## src/rtl/capacitor_emulator_if.sv

```systemverilog
// ---------------------------------------------------------------------------
// capacitor_emulator_if
// Streaming interface of the capacitor emulator.
//   in_valid  / in_ready  / in_i  : current-sample stream into the block
//   out_valid / out_ready / out_v : voltage-sample stream out of the block
// The slave modport is the emulator; the master modport is the environment
// that produces current samples and consumes voltage samples.
// ---------------------------------------------------------------------------
interface capacitor_emulator_if #(
    parameter int DW = 16
);
    logic                 in_valid;
    logic                 in_ready;
    logic signed [DW-1:0] in_i;
    logic                 out_valid;
    logic                 out_ready;
    logic signed [DW-1:0] out_v;

    modport master (
        output in_valid,
        output in_i,
        output out_ready,
        input  in_ready,
        input  out_valid,
        input  out_v
    );

    modport slave (
        input  in_valid,
        input  in_i,
        input  out_ready,
        output in_ready,
        output out_valid,
        output out_v
    );
endinterface

```

## src/rtl/capacitor_emulator.sv

```systemverilog
// ---------------------------------------------------------------------------
// capacitor_emulator
// Sampled-data capacitor: integrates signed current samples into a saturating
// voltage state, v[n] = sat(v[n-1] + (i[n]*k_gain >>> SHIFT) - leak(v[n-1])).
// Ports:
//   clk, rst_n    : clock (rising edge) and asynchronous active-low reset
//   k_gain        : unsigned gain (1/C scaled), held stable while in flight
//   clear         : synchronous clear of voltage state and sample counter
//   bus           : slave side of the current-in / voltage-out streams
//   sat_flag      : one-cycle pulse when a result was clipped
//   sample_count  : number of completed output handshakes (wraps)
// ---------------------------------------------------------------------------
module capacitor_emulator #(
    parameter int DW         = 16,
    parameter int KW         = 16,
    parameter int SHIFT      = 12,
    parameter int LEAK_SHIFT = 0
) (
    input  logic                  clk,
    input  logic                  rst_n,
    input  logic [KW-1:0]         k_gain,
    input  logic                  clear,
    capacitor_emulator_if.slave   bus,
    output logic                  sat_flag,
    output logic [15:0]           sample_count
);

    localparam int PW = DW + KW + 1;
    localparam int AW = DW + KW + 3;

    // Symmetric saturation limits; the most negative code is never produced.
    localparam logic signed [AW-1:0] VMAX = AW'(2 ** (DW - 1) - 1);
    localparam logic signed [AW-1:0] VMIN = -VMAX;

    typedef enum logic [1:0] {
        IDLE,
        MUL,
        ACC,
        OUT
    } state_t;

    state_t               state_q, state_d;
    logic signed [DW-1:0] sample_q, sample_d;
    logic signed [PW-1:0] prod_q, prod_d;
    logic signed [DW-1:0] v_q, v_d;
    logic                 valid_q, valid_d;
    logic                 sat_q, sat_d;
    logic [15:0]          count_q, count_d;

    logic signed [PW-1:0] mulA;
    logic signed [PW-1:0] mulB;
    logic signed [AW-1:0] prodExt;
    logic signed [AW-1:0] vExt;
    logic signed [AW-1:0] delta;
    logic signed [AW-1:0] leak;
    logic signed [AW-1:0] sum;

    // Both multiplier operands are widened to the product width first so the
    // truncated product is the exact signed result; the gain is zero-extended.
    assign mulA    = {{(KW + 1){sample_q[DW-1]}}, sample_q};
    assign mulB    = {{DW{1'b0}}, k_gain};
    assign prodExt = {{2{prod_q[PW-1]}}, prod_q};
    assign vExt    = {{(KW + 3){v_q[DW-1]}}, v_q};
    assign delta   = prodExt >>> SHIFT;

    // A zero leakage shift means no leakage at all, not leak = v.
    if (LEAK_SHIFT != 0) begin : g_leak
        assign leak = vExt >>> LEAK_SHIFT;
    end else begin : g_noleak
        assign leak = '0;
    end

    assign sum = vExt + delta - leak;

    assign bus.in_ready  = (state_q == IDLE) & ~clear;
    assign bus.out_valid = valid_q;
    assign bus.out_v     = v_q;
    assign sat_flag      = sat_q;
    assign sample_count  = count_q;

    // State and datapath registers; everything returns to zero on reset.
    always_ff @(posedge clk or negedge rst_n) begin
        if (!rst_n) begin
            state_q  <= IDLE;
            sample_q <= '0;
            prod_q   <= '0;
            v_q      <= '0;
            valid_q  <= 1'b0;
            sat_q    <= 1'b0;
            count_q  <= '0;
        end else begin
            state_q  <= state_d;
            sample_q <= sample_d;
            prod_q   <= prod_d;
            v_q      <= v_d;
            valid_q  <= valid_d;
            sat_q    <= sat_d;
            count_q  <= count_d;
        end
    end

    // Next-state logic: capture, multiply, accumulate-and-saturate, then hold
    // the result until the consumer takes it. sat_flag defaults low so it is
    // a single-cycle pulse aligned with the rise of out_valid. clear wins
    // over everything, discarding any sample in flight.
    always_comb begin
        state_d  = state_q;
        sample_d = sample_q;
        prod_d   = prod_q;
        v_d      = v_q;
        valid_d  = valid_q;
        sat_d    = 1'b0;
        count_d  = count_q;

        case (state_q)
            IDLE: begin
                if (bus.in_valid && bus.in_ready) begin
                    sample_d = bus.in_i;
                    state_d  = MUL;
                end
            end
            MUL: begin
                prod_d  = mulA * mulB;
                state_d = ACC;
            end
            ACC: begin
                if (sum > VMAX) begin
                    v_d   = VMAX[DW-1:0];
                    sat_d = 1'b1;
                end else if (sum < VMIN) begin
                    v_d   = VMIN[DW-1:0];
                    sat_d = 1'b1;
                end else begin
                    v_d = sum[DW-1:0];
                end
                valid_d = 1'b1;
                state_d = OUT;
            end
            OUT: begin
                if (bus.out_ready) begin
                    valid_d = 1'b0;
                    count_d = count_q + 16'd1;
                    state_d = IDLE;
                end
            end
            default: state_d = IDLE;
        endcase

        if (clear) begin
            state_d = IDLE;
            v_d     = '0;
            valid_d = 1'b0;
            sat_d   = 1'b0;
            count_d = '0;
        end
    end

endmodule
```

## src/flat_wrapper.sv

```systemverilog
// flat-port wrapper written by rule: the top's interface ports become plain ports
module capacitor_emulator_flat 
#(
    parameter int DW         = 16,
    parameter int KW         = 16,
    parameter int SHIFT      = 12,
    parameter int LEAK_SHIFT = 0
)
  (clk, rst_n, k_gain, clear, sat_flag, sample_count, bus_in_valid, bus_in_i, bus_out_ready, bus_in_ready, bus_out_valid, bus_out_v);
  capacitor_emulator_if #(.DW(DW)) bus_i ();
  input  logic clk;
  input  logic rst_n;
  input  logic [KW-1:0] k_gain;
  input  logic clear;
  output logic sat_flag;
  output logic [15:0] sample_count;
  input wire logic [$bits(bus_i.in_valid)-1:0] bus_in_valid;
  input wire logic [$bits(bus_i.in_i)-1:0] bus_in_i;
  input wire logic [$bits(bus_i.out_ready)-1:0] bus_out_ready;
  output wire logic [$bits(bus_i.in_ready)-1:0] bus_in_ready;
  output wire logic [$bits(bus_i.out_valid)-1:0] bus_out_valid;
  output wire logic [$bits(bus_i.out_v)-1:0] bus_out_v;
  assign bus_i.in_valid = bus_in_valid;
  assign bus_i.in_i = bus_in_i;
  assign bus_i.out_ready = bus_out_ready;
  assign bus_in_ready = bus_i.in_ready;
  assign bus_out_valid = bus_i.out_valid;
  assign bus_out_v = bus_i.out_v;
  capacitor_emulator #(.DW(DW), .KW(KW), .SHIFT(SHIFT), .LEAK_SHIFT(LEAK_SHIFT)) u_core (.clk(clk), .rst_n(rst_n), .k_gain(k_gain), .clear(clear), .bus(bus_i), .sat_flag(sat_flag), .sample_count(sample_count));
endmodule
```

## config.mk

```make
export PLATFORM = sky130hd
export DESIGN_NAME = capacitor_emulator_flat
export DESIGN_NICKNAME = d
export VERILOG_FILES = /design/src/rtl/capacitor_emulator_if.sv /design/src/rtl/capacitor_emulator.sv /design/src/flat_wrapper.sv
export SDC_FILE = /design/constraint.sdc
export NUM_CORES = 1
export LEC_CHECK = 0
export BUFFER_PORTS_ARGS = -buffer_cell sky130_fd_sc_hd__buf_2
export CORE_UTILIZATION = 37
export DETAILED_ROUTE_END_ITERATION = 10
export PLACE_DENSITY = 0.51
export SLEW_MARGIN = 20
export SYNTH_ARGS = -nofsm -noshare
export SYNTH_HDL_FRONTEND = slang
export SYNTH_SLANG_ARGS = --single-unit
```

## constraint.sdc

```tcl
create_clock -name clk -period 7.9 [get_ports clk]
set_input_delay 1.975 -clock clk [delete_from_list [all_inputs] [get_ports clk]]
set_output_delay 1.975 -clock clk [all_outputs]
set_load 0.02 [all_outputs]
```

After elaboration in Yosys (flattened, before gate mapping)
Index checks and enable logic that the tools add are counted.
Storage, ports and cells
  register bits after elaboration: 85
  output and inout port bits: 35
Operators by class
  add/subtract/negate cells: 2
  multipliers: 1
  magnitude comparators: 2
  equal/unequal tests: 5
  multiplexer cells: 18
  bitwise operators: 2
  reduce and logical (&&, ||, !) cells: 10
Operator list (count)
  $mux W16: 7
  $gt A35 B16 Y1 const B: 1
  $lt A35 B16 Y1 const B: 1
  $mul A16 B17 Y33: 1
  $add A16 B21 Y22: 1
  $add A16 B1 Y16 const B: 1
  $pmux W2 S4: 1
  $reduce_and A2 Y1: 4
  $mux W1: 6
  $mux W2: 3
  $ne A3 B3 Y1 const B: 2
  $reduce_bool A2 Y1: 3
  $eq A2 B2 Y1 const B: 2
  $reduce_bool A3 Y1: 1
  $eq A2 B1 Y1 const B: 1
  $logic_not A2 Y1: 1
  $pmux W1 S2: 1
  $and A1 B1 Y1: 1
  $logic_and A1 B1 Y1: 1
  $not A1 Y1: 1

Logic depth before layout (Yosys ltp)
Gate-level depths: netlist of the first run.
  depth in word-level cells: 6
  mapped depth: 24

Worst setup path after synthesis of the first run
No wires, ideal clock.
  kind: input port to flip-flop
  from: input port k_gain[5]
  to: register u_core.prod_q[30]
  setup time: 0.125 ns
  data arrival time: 7.598 ns
  data required time: 7.775 ns
  slack: 0.177 ns
  cell stages on the path: 23
  path through: clkbuf_1 -> nand2_1 -> fa_1 -> inv_1 -> fa_1 -> inv_1 -> fa_1 -> inv_1 -> fa_1 -> fa_1 -> inv_1 -> fa_1 -> inv_1 -> ha_1 -> nand4_1 -> a211oi_1 -> o21a_1 -> a31oi_1 -> a211oi_1 -> a31oi_1 -> o211ai_1 -> xor2_1 -> mux2_2
Between the ends
  word-level cells in the longest chain between the ends: 1
Ends and longest elaborated chain
  start: declaration: line flat_wrapper.sv:13  | input logic [KW-1:0] k_gain;
  $mul A16 B17 Y33: line capacitor_emulator.sv:123  | prod_d = mulA * mulB;
  end signal: assignment: line capacitor_emulator.sv:94  | prod_q <= prod_d;
  end: declaration: line capacitor_emulator.sv:44  | logic signed [PW-1:0] prod_q, prod_d;
Every way passes these cells.
A chain may end at the register's enable or synchronous reset.

Final worst setup path of the first run
Same ends and word-level chain as after synthesis.

==> results of run 1 <==
==> worst reg2reg max path: cells and delay by family (launching register included) <==
| family | cells | cell delay (ps) |
|---|---|---|
| flip-flops | 1 | 840 |
| AND/OR/NAND/NOR | 2 | 380 |
| XOR/XNOR | 1 | 90 |
| multiplexers | 1 | 260 |
| AO/OA/AOI/OAI | 6 | 970 |
| buffers and inverters | 5 | 490 |
| adder cells (fa/ha/maj) | 7 | 3510 |
==> metrics by stage <==
step                area (um2)  hold WS [ps]  setup slack (ps)  std cells  utilization [%]
floorplan                12800           485               177       1371                -
global placement         13900           507              -361       1901             41.2
detailed placement       13900           506              -376       1901             41.2
CTS                      14200           524              93.9       1916             42.1
global route             14300           550             -4.88       1916             42.2
finish                   14300           519               294       1916             42.2
==> flip-flops by register name (all words and copies together) (netlist names) <==
register              cells
u_core.bus.out_v         16
u_core.bus.out_valid      1
u_core.prod_q            21
u_core.sample_count      16
u_core.sample_q          16
u_core.sat_flag           1
u_core.state_q            2
==> path summary, 6_finish.rpt <==
check                                    startpoint  slack (ps)                       to
worst max-delay path                      k_gain[5]         290        u_core.prod_q[30]
worst min-delay path              u_core.prod_q[15]         520        u_core.prod_q[15]
worst max register to register  u_core.sample_q[12]        1240        u_core.prod_q[30]
max in group asynchronous                     rst_n        5500        u_core.prod_q[20]
worst min register to register    u_core.prod_q[15]         520        u_core.prod_q[15]
min in group asynchronous                     rst_n        1770  u_core.sample_count[11]
==> cells by family (layout without fill, tap and decap cells) <==
| kind of cell | Yosys count | after routing | share of synthesized area, % |
|---|---|---|---|
| adder cells (fa/ha/maj) | 340 | 340 | 44.7 |
| XOR/XNOR | 52 | 52 | 3.56 |
| flip-flops | 73 | 73 | 14.3 |
| multiplexers | 41 | 41 | 3.54 |
| AND/OR/NAND/NOR | 426 | 426 | 16.5 |
| AO/OA/AOI/OAI | 148 | 148 | 8.51 |
| buffers and inverters | 291 | 388 | 8.91 |
==> repair_timing <==
action,4_1_cts,5_1_grt
endpoints found under the setup margin,2,10
endpoints found under the hold margin,0,0
resized for setup,1,15
pin swaps,0,6
==> cell type report <==
cell class	instances	share of cell area, %
Multi-Input combinational cell	1007	69.1
Sequential cell	73	12.8
Clock inverter	5	0.395
Tap cell	448	3.93
Timing Repair Buffer	134	5.91
Inverter	239	6.29
Clock buffer	10	1.60
==> layout by cell type, fill, tap and decap left out, types with 4 or more instances in the layout <==
cell         n
a211oi_2     5
a21o_1      14
a21oi_1     49
a221o_1      7
a31oi_1      4
and2_1     112
and3_1       5
buf_2       65
buf_4       64
clkbuf_16    9
clkbuf_4     5
dfrtp_1     73
fa_1       191
ha_1       146
inv_1      238
mux2_2      34
mux2i_1      7
nand2_1    179
nand2b_1    17
nand3_1     18
nand4_1     11
nor2_1      48
nor3_1       9
o211ai_1     7
o21a_1       4
o21ai_0      8
o21ai_1      8
o21bai_1     5
xnor2_1     24
xor2_1      28
==> metal layers <==
layer | vias up | GRT usage, % | part of all wire [%]
li1 | 4524 | - | -
met1 | 4745 | 28.6 | 50
met2 | 128 | 30.1 | 45
met3 | 26 | 2.02 | 3.0
met4 | 2 | 3.63 | 1.2
met5 | - | 0 | 0.042
==> impl_results.md, run 1 <==
- Synth area leaders: fa_1 30%, dfrtp_1 14%, ha_1 14%, inv_1 7.0%, and2_1 5.5%
- Slowest-stage cell, CP: fa_1
- Chip width: 188 um
- Count leader, synth: inv_1
- Post-synth design cell area: 12800 um2
- GRT Util Overall: 19.2%
- Final Max Tran Viols: 0
- Layout Skew: 5.49 ps
- Post-DP HPWL: 26.2 mm
- Htree depth: 3
- Commonest cells post-synth: 238 x inv_1, 194 x fa_1, 179 x nand2_1
- Largest net degree at the start of global routing: 74
- Synth unique cells: 73
- Slew at the pin with the worst max-slew slack: 1080 ps
- CTS buffer count: 9
- IO Port Bufs: 71
- Avg WL per Cell: 16.3 um
- Via Count: 9425
- Syn. warnings: 0
- Setup crit end kind: register
- 1st-pass router iterations: 5
- CTS Buffer Depth: 2
- Final Net Count: 1841
- CP Depth: 24
- Unrepaired setup endpoints after global routing: true
- CP max stage delay: 550 ps
- Sequential Area: 1830 um2
- Initial antenna violation count: 1
- Clk Latency, worst-skew pair: 340 ps
- Routability cong.: 0.865
- Outcome: completed
- Post-Route WL: 31.3 mm
- Cell count of the worst reg-to-reg path: 22
- Top cell by count, worst path: fa_1
- Die area: 35300 um2
- Worst path cell trace: clkbuf_4 -> buf_4 -> and2_1 -> fa_1 -> inv_1 -> fa_1 -> fa_1 -> fa_1 -> inv_1 -> fa_1 -> inv_1 -> fa_1 -> inv_1 -> ha_1 -> a21o_1 -> nand3_1 -> a21oi_1 -> nor4_1 -> a211oi_2 -> buf_4 -> a31oi_4 -> o211ai_1 -> xor2_1 -> mux2_2
- Detailed Route Iter0 Violations: 513
- Post-CTS Setup Bufs: 0
- Tmin final: 7610 ps
- Critical path class: in2reg
- Sequential fraction of the synthesis area: 14.3%
- Syn_area_per_cell: 9.33 um2
- Chip Height: 188 um
- Multi-input combinational cell area: 9860 um2
- Achievable Freq: 131 MHz
- Vias in the first global route: 10036
- Hold path depth: 1
- Critical path startpoint category: primary input
- Synth Register Bits: 73
- Antenna cells: 0
- Fin crit share: 96.3%
- Hold-fix buffers, CTS: 0
- Fin. Hold Viols: 0
- EDFF count, synth: 0
- Starting Density: 37.8%
- Main flop type after synthesis: dfrtp_1
- Hold crit path type: reg2reg
- Fillers: 3429
- Crit path max-delay family: adder cells
- Clock slew at reported path FFs: 60 ps
- Crit-path max FO: 9
- Share of layout cells above drive strength 1: 14.4%
- Buffer and inverter count on the worst path: 7
- Total grt overflow: 0
- Relative slew margins: 28.2%
- First-pass GRT wire length: 53.9 mm
- Synth top area share: 30.4%
- Core box area: 33800 um2
- Avg Vias per Cell: 4.92
- Setup violators final: 0
- Setup TNS: 0 ps
- DRC viols: 0
- # rows: 67
- Final ANT Viol Nets: 0
- I/O pin count: 72
- Worst Path Required: 8130 ps
- CP Data Arrival Time: 7840 ps
- Syn_nets: 1748
- Root buffer cell: clkbuf_16
- Post-synth top area cell: fa_1
- CTS tree: done
- Share of flip-flops with an asynchronous set or reset: 100%
- Area grow syn2layout: 11.6%
- CTS sink count: 73
- Mapped Cells: 1371
- Max Cap Viol: 0
Power of run 1 is not shown: default switching activity piles up to over one toggle a cycle in this logic, so the estimate is an artifact.
==> run 2: changes to the inputs <==
--- a/config.mk
+++ b/config.mk
@@ -6,6 +6,7 @@
 export NUM_CORES = 1
 export LEC_CHECK = 0
 export BUFFER_PORTS_ARGS = -buffer_cell sky130_fd_sc_hd__buf_2
+export CORE_ASPECT_RATIO = 1.4
 export CORE_UTILIZATION = 37
 export DETAILED_ROUTE_END_ITERATION = 10
 export PLACE_DENSITY = 0.51
==> run 2 against run 1 <==
Against the previous run: die area is essentially flat; global-route usage shrank 0.14 points; first-iteration DRC count shrank 50%; sequential share of layout area shrank 0.073 points; highest routed layer unchanged.
==> impl_results.md, run 2 (same netlist as run 1, synthesis figures left out) <==
- Hold path depth: 1 (unchanged)
- Post-CTS Setup Bufs: 0 (unchanged)
- Fillers: 3417 (was 3429)
- Post-Layout Cell Count: 1925 (was 1916)
- First-pass GRT wire length: 53.6 mm (was 53.9 mm)
- Outcome: completed (unchanged)
- Starting Density: 37.6% (was 37.8%)
- Final Max Tran Viols: 0 (unchanged)
- Final ANT Viol Nets: 0 (unchanged)
- Placed cell area: 14000 um2 (was 13900 um2)
- GRT Util Overall: 19.0% (was 19.2%)
- Via Count: 9415 (was 9425)
- Hold crit path type: reg2reg (unchanged)
- Critical path class: in2reg (unchanged)
- Htree depth: 3 (unchanged)
- Fin util: 42.2% (about the same)
- CP Data Arrival Time: 7880 ps (was 7840 ps)
- CTS sink count: 73 (unchanged)
- Core box area: 34000 um2 (was 33800 um2)
- Final Net Count: 1845 (was 1841)
- Cell count of the worst reg-to-reg path: 24 (was 22)
- Clock slew at reported path FFs: 50 ps (was 60 ps)
- Avg Vias per Cell: 4.89 (was 4.92)
- CTS tree: done (unchanged)
- Share of layout cells above drive strength 1: 14.5% (was 14.4%)
- Chip Height: 222 um (was 188 um)
- Area grow syn2layout: 12.3% (was 11.6%)
- Tmin final: 7650 ps (was 7610 ps)
- Post-Route WL: 31.3 mm (about the same)
- CTS buffer count: 9 (unchanged)
- Die area: 35300 um2 (about the same)
- Worst Path Required: 8130 ps (about the same)
- Achievable Freq: 131 MHz (about the same)
- 1st-pass router iterations: 5 (unchanged)
- Top Metal Used: met5 (unchanged)
- Max Cap Viol: 0 (unchanged)
- Critical path startpoint category: primary input (unchanged)
- DRC viols: 0 (unchanged)
- Avg WL per Cell: 16.2 um (was 16.3 um)
- Chip width: 159 um (was 188 um)
- Fin crit share: 96.8% (was 96.3%)
- Largest net degree at the start of global routing: 74 (unchanged)
- Post-DP HPWL: 26.4 mm (was 26.2 mm)
- Detailed Route Iter0 Violations: 259 (was 513)
- Cells after DPL: 1908 (was 1901)
- IO Port Bufs: 71 (unchanged)
- Fin. Hold Viols: 0 (unchanged)
- Met1 Wirelength: 13.6 mm (was 15.7 mm)
- Root buffer cell: clkbuf_16 (unchanged)
- Commonest non-fill, non-tap cell in the layout: inv_1 (unchanged)
- Routability cong.: 0.837 (was 0.865)
- # rows: 80 (was 67)
- Met3 WL: 807 um (was 928 um)
- Initial antenna violation count: 2 (was 1)
- Setup violators final: 0 (unchanged)
- Top reg by flops: u_core.prod_q (unchanged)
- CTS Buffer Depth: 2 (unchanged)
- Clk Latency, worst-skew pair: 350 ps (was 340 ps)
- I/O pin count: 72 (unchanged)
- Largest register FFs: 21 (unchanged)
- WL met2: 16.4 mm (was 14.2 mm)
- Total grt overflow: 0 (unchanged)
- Relative slew margins: 30.4% (was 28.2%)
- Commonest non-fill, non-tap cells in the layout: 238 x inv_1, 194 x fa_1, 179 x nand2_1, 146 x ha_1, 112 x and2_1 (was 238 x inv_1, 191 x fa_1, 179 x nand2_1, 146 x ha_1, 112 x and2_1)
- Final non-filler cell area: 14400 um2 (was 14300 um2)
- Crit-path max FO: 15 (was 9)
- Setup crit end kind: register (unchanged)
- Layout Skew: 10.5 ps (was 5.49 ps)
- Slew at the pin with the worst max-slew slack: 1040 ps (was 1080 ps)
- Vias in the first global route: 10299 (was 10036)
- Hold-fix buffers, CTS: 0 (unchanged)
[run 2: through the flow]
| step | setup TNS [ps] | setup slack [ps] | hold WS [ps] |
|---|---|---|---|
| 2_1_floorplan | 0 | 177 | 485 |
| 3_3_place_gp | -1590 | -275 | 502 |
| 3_5_place_dp | -1300 | -256 | 501 |
| 4_1_cts | 0 | 82.1 | 521 |
| 5_1_grt | -38.0 | -28.0 | 539 |
| 6_report | 0 | 249 | 517 |
[run 2: final timing paths]
kind	from	end	slack [ps]
worst max register to register	u_core.sample_q[8]	u_core.prod_q[30]	1170
worst min-delay path	u_core.prod_q[27]	u_core.prod_q[27]	520
max in group asynchronous	rst_n	u_core.prod_q[29]	5720
worst max-delay path	k_gain[9]	u_core.prod_q[30]	250
min in group asynchronous	rst_n	u_core.bus.out_v[15]	1630
worst min register to register	u_core.prod_q[27]	u_core.prod_q[27]	520
[run 2: timing repair]
action | in CTS | in global routing
hold endpoints to repair | 0 | 0
endpoints found under the setup margin | 0 | 9
gates resized for setup | 0 | 7
[run 2: routing by layer]
metal  vias up  GRT usage [%]
li1       4556              -
met1      4717           24.6
met2       112           34.4
met3        28           2.00
met4         2           3.66
met5         -              0
[run 2: final cells by class]
class                           instances  area, um2  area share (%)
Clock buffer                           10        239            1.67
Timing Repair Buffer                  138        905            6.30
Clock inverter                          6       72.6           0.506
Antenna cell                            1       2.50          0.0174
Tap cell                              451        564            3.93
Inverter                              239        897            6.25
Multi-Input combinational cell       1007       9840            68.6
Sequential cell                        73       1830            12.7
[run 2: critical path, stage by stage]
cell and delay (ps):
clkbuf_4 200, and2_1 210, fa_1 500, inv_1 60, fa_1 500, fa_1 510, inv_1 50, fa_1 510
fa_1 560, inv_1 60, fa_1 530, inv_1 40, ha_1 330, nand4_1 130, a211oi_2 250, o21a_1 160
a31oi_1 40, buf_4 180, a211oi_1 200, buf_4 170, a31oi_4 110, o211ai_1 240, xor2_1 90, mux2_2 270
Power of run 2 is left out for the same reason.
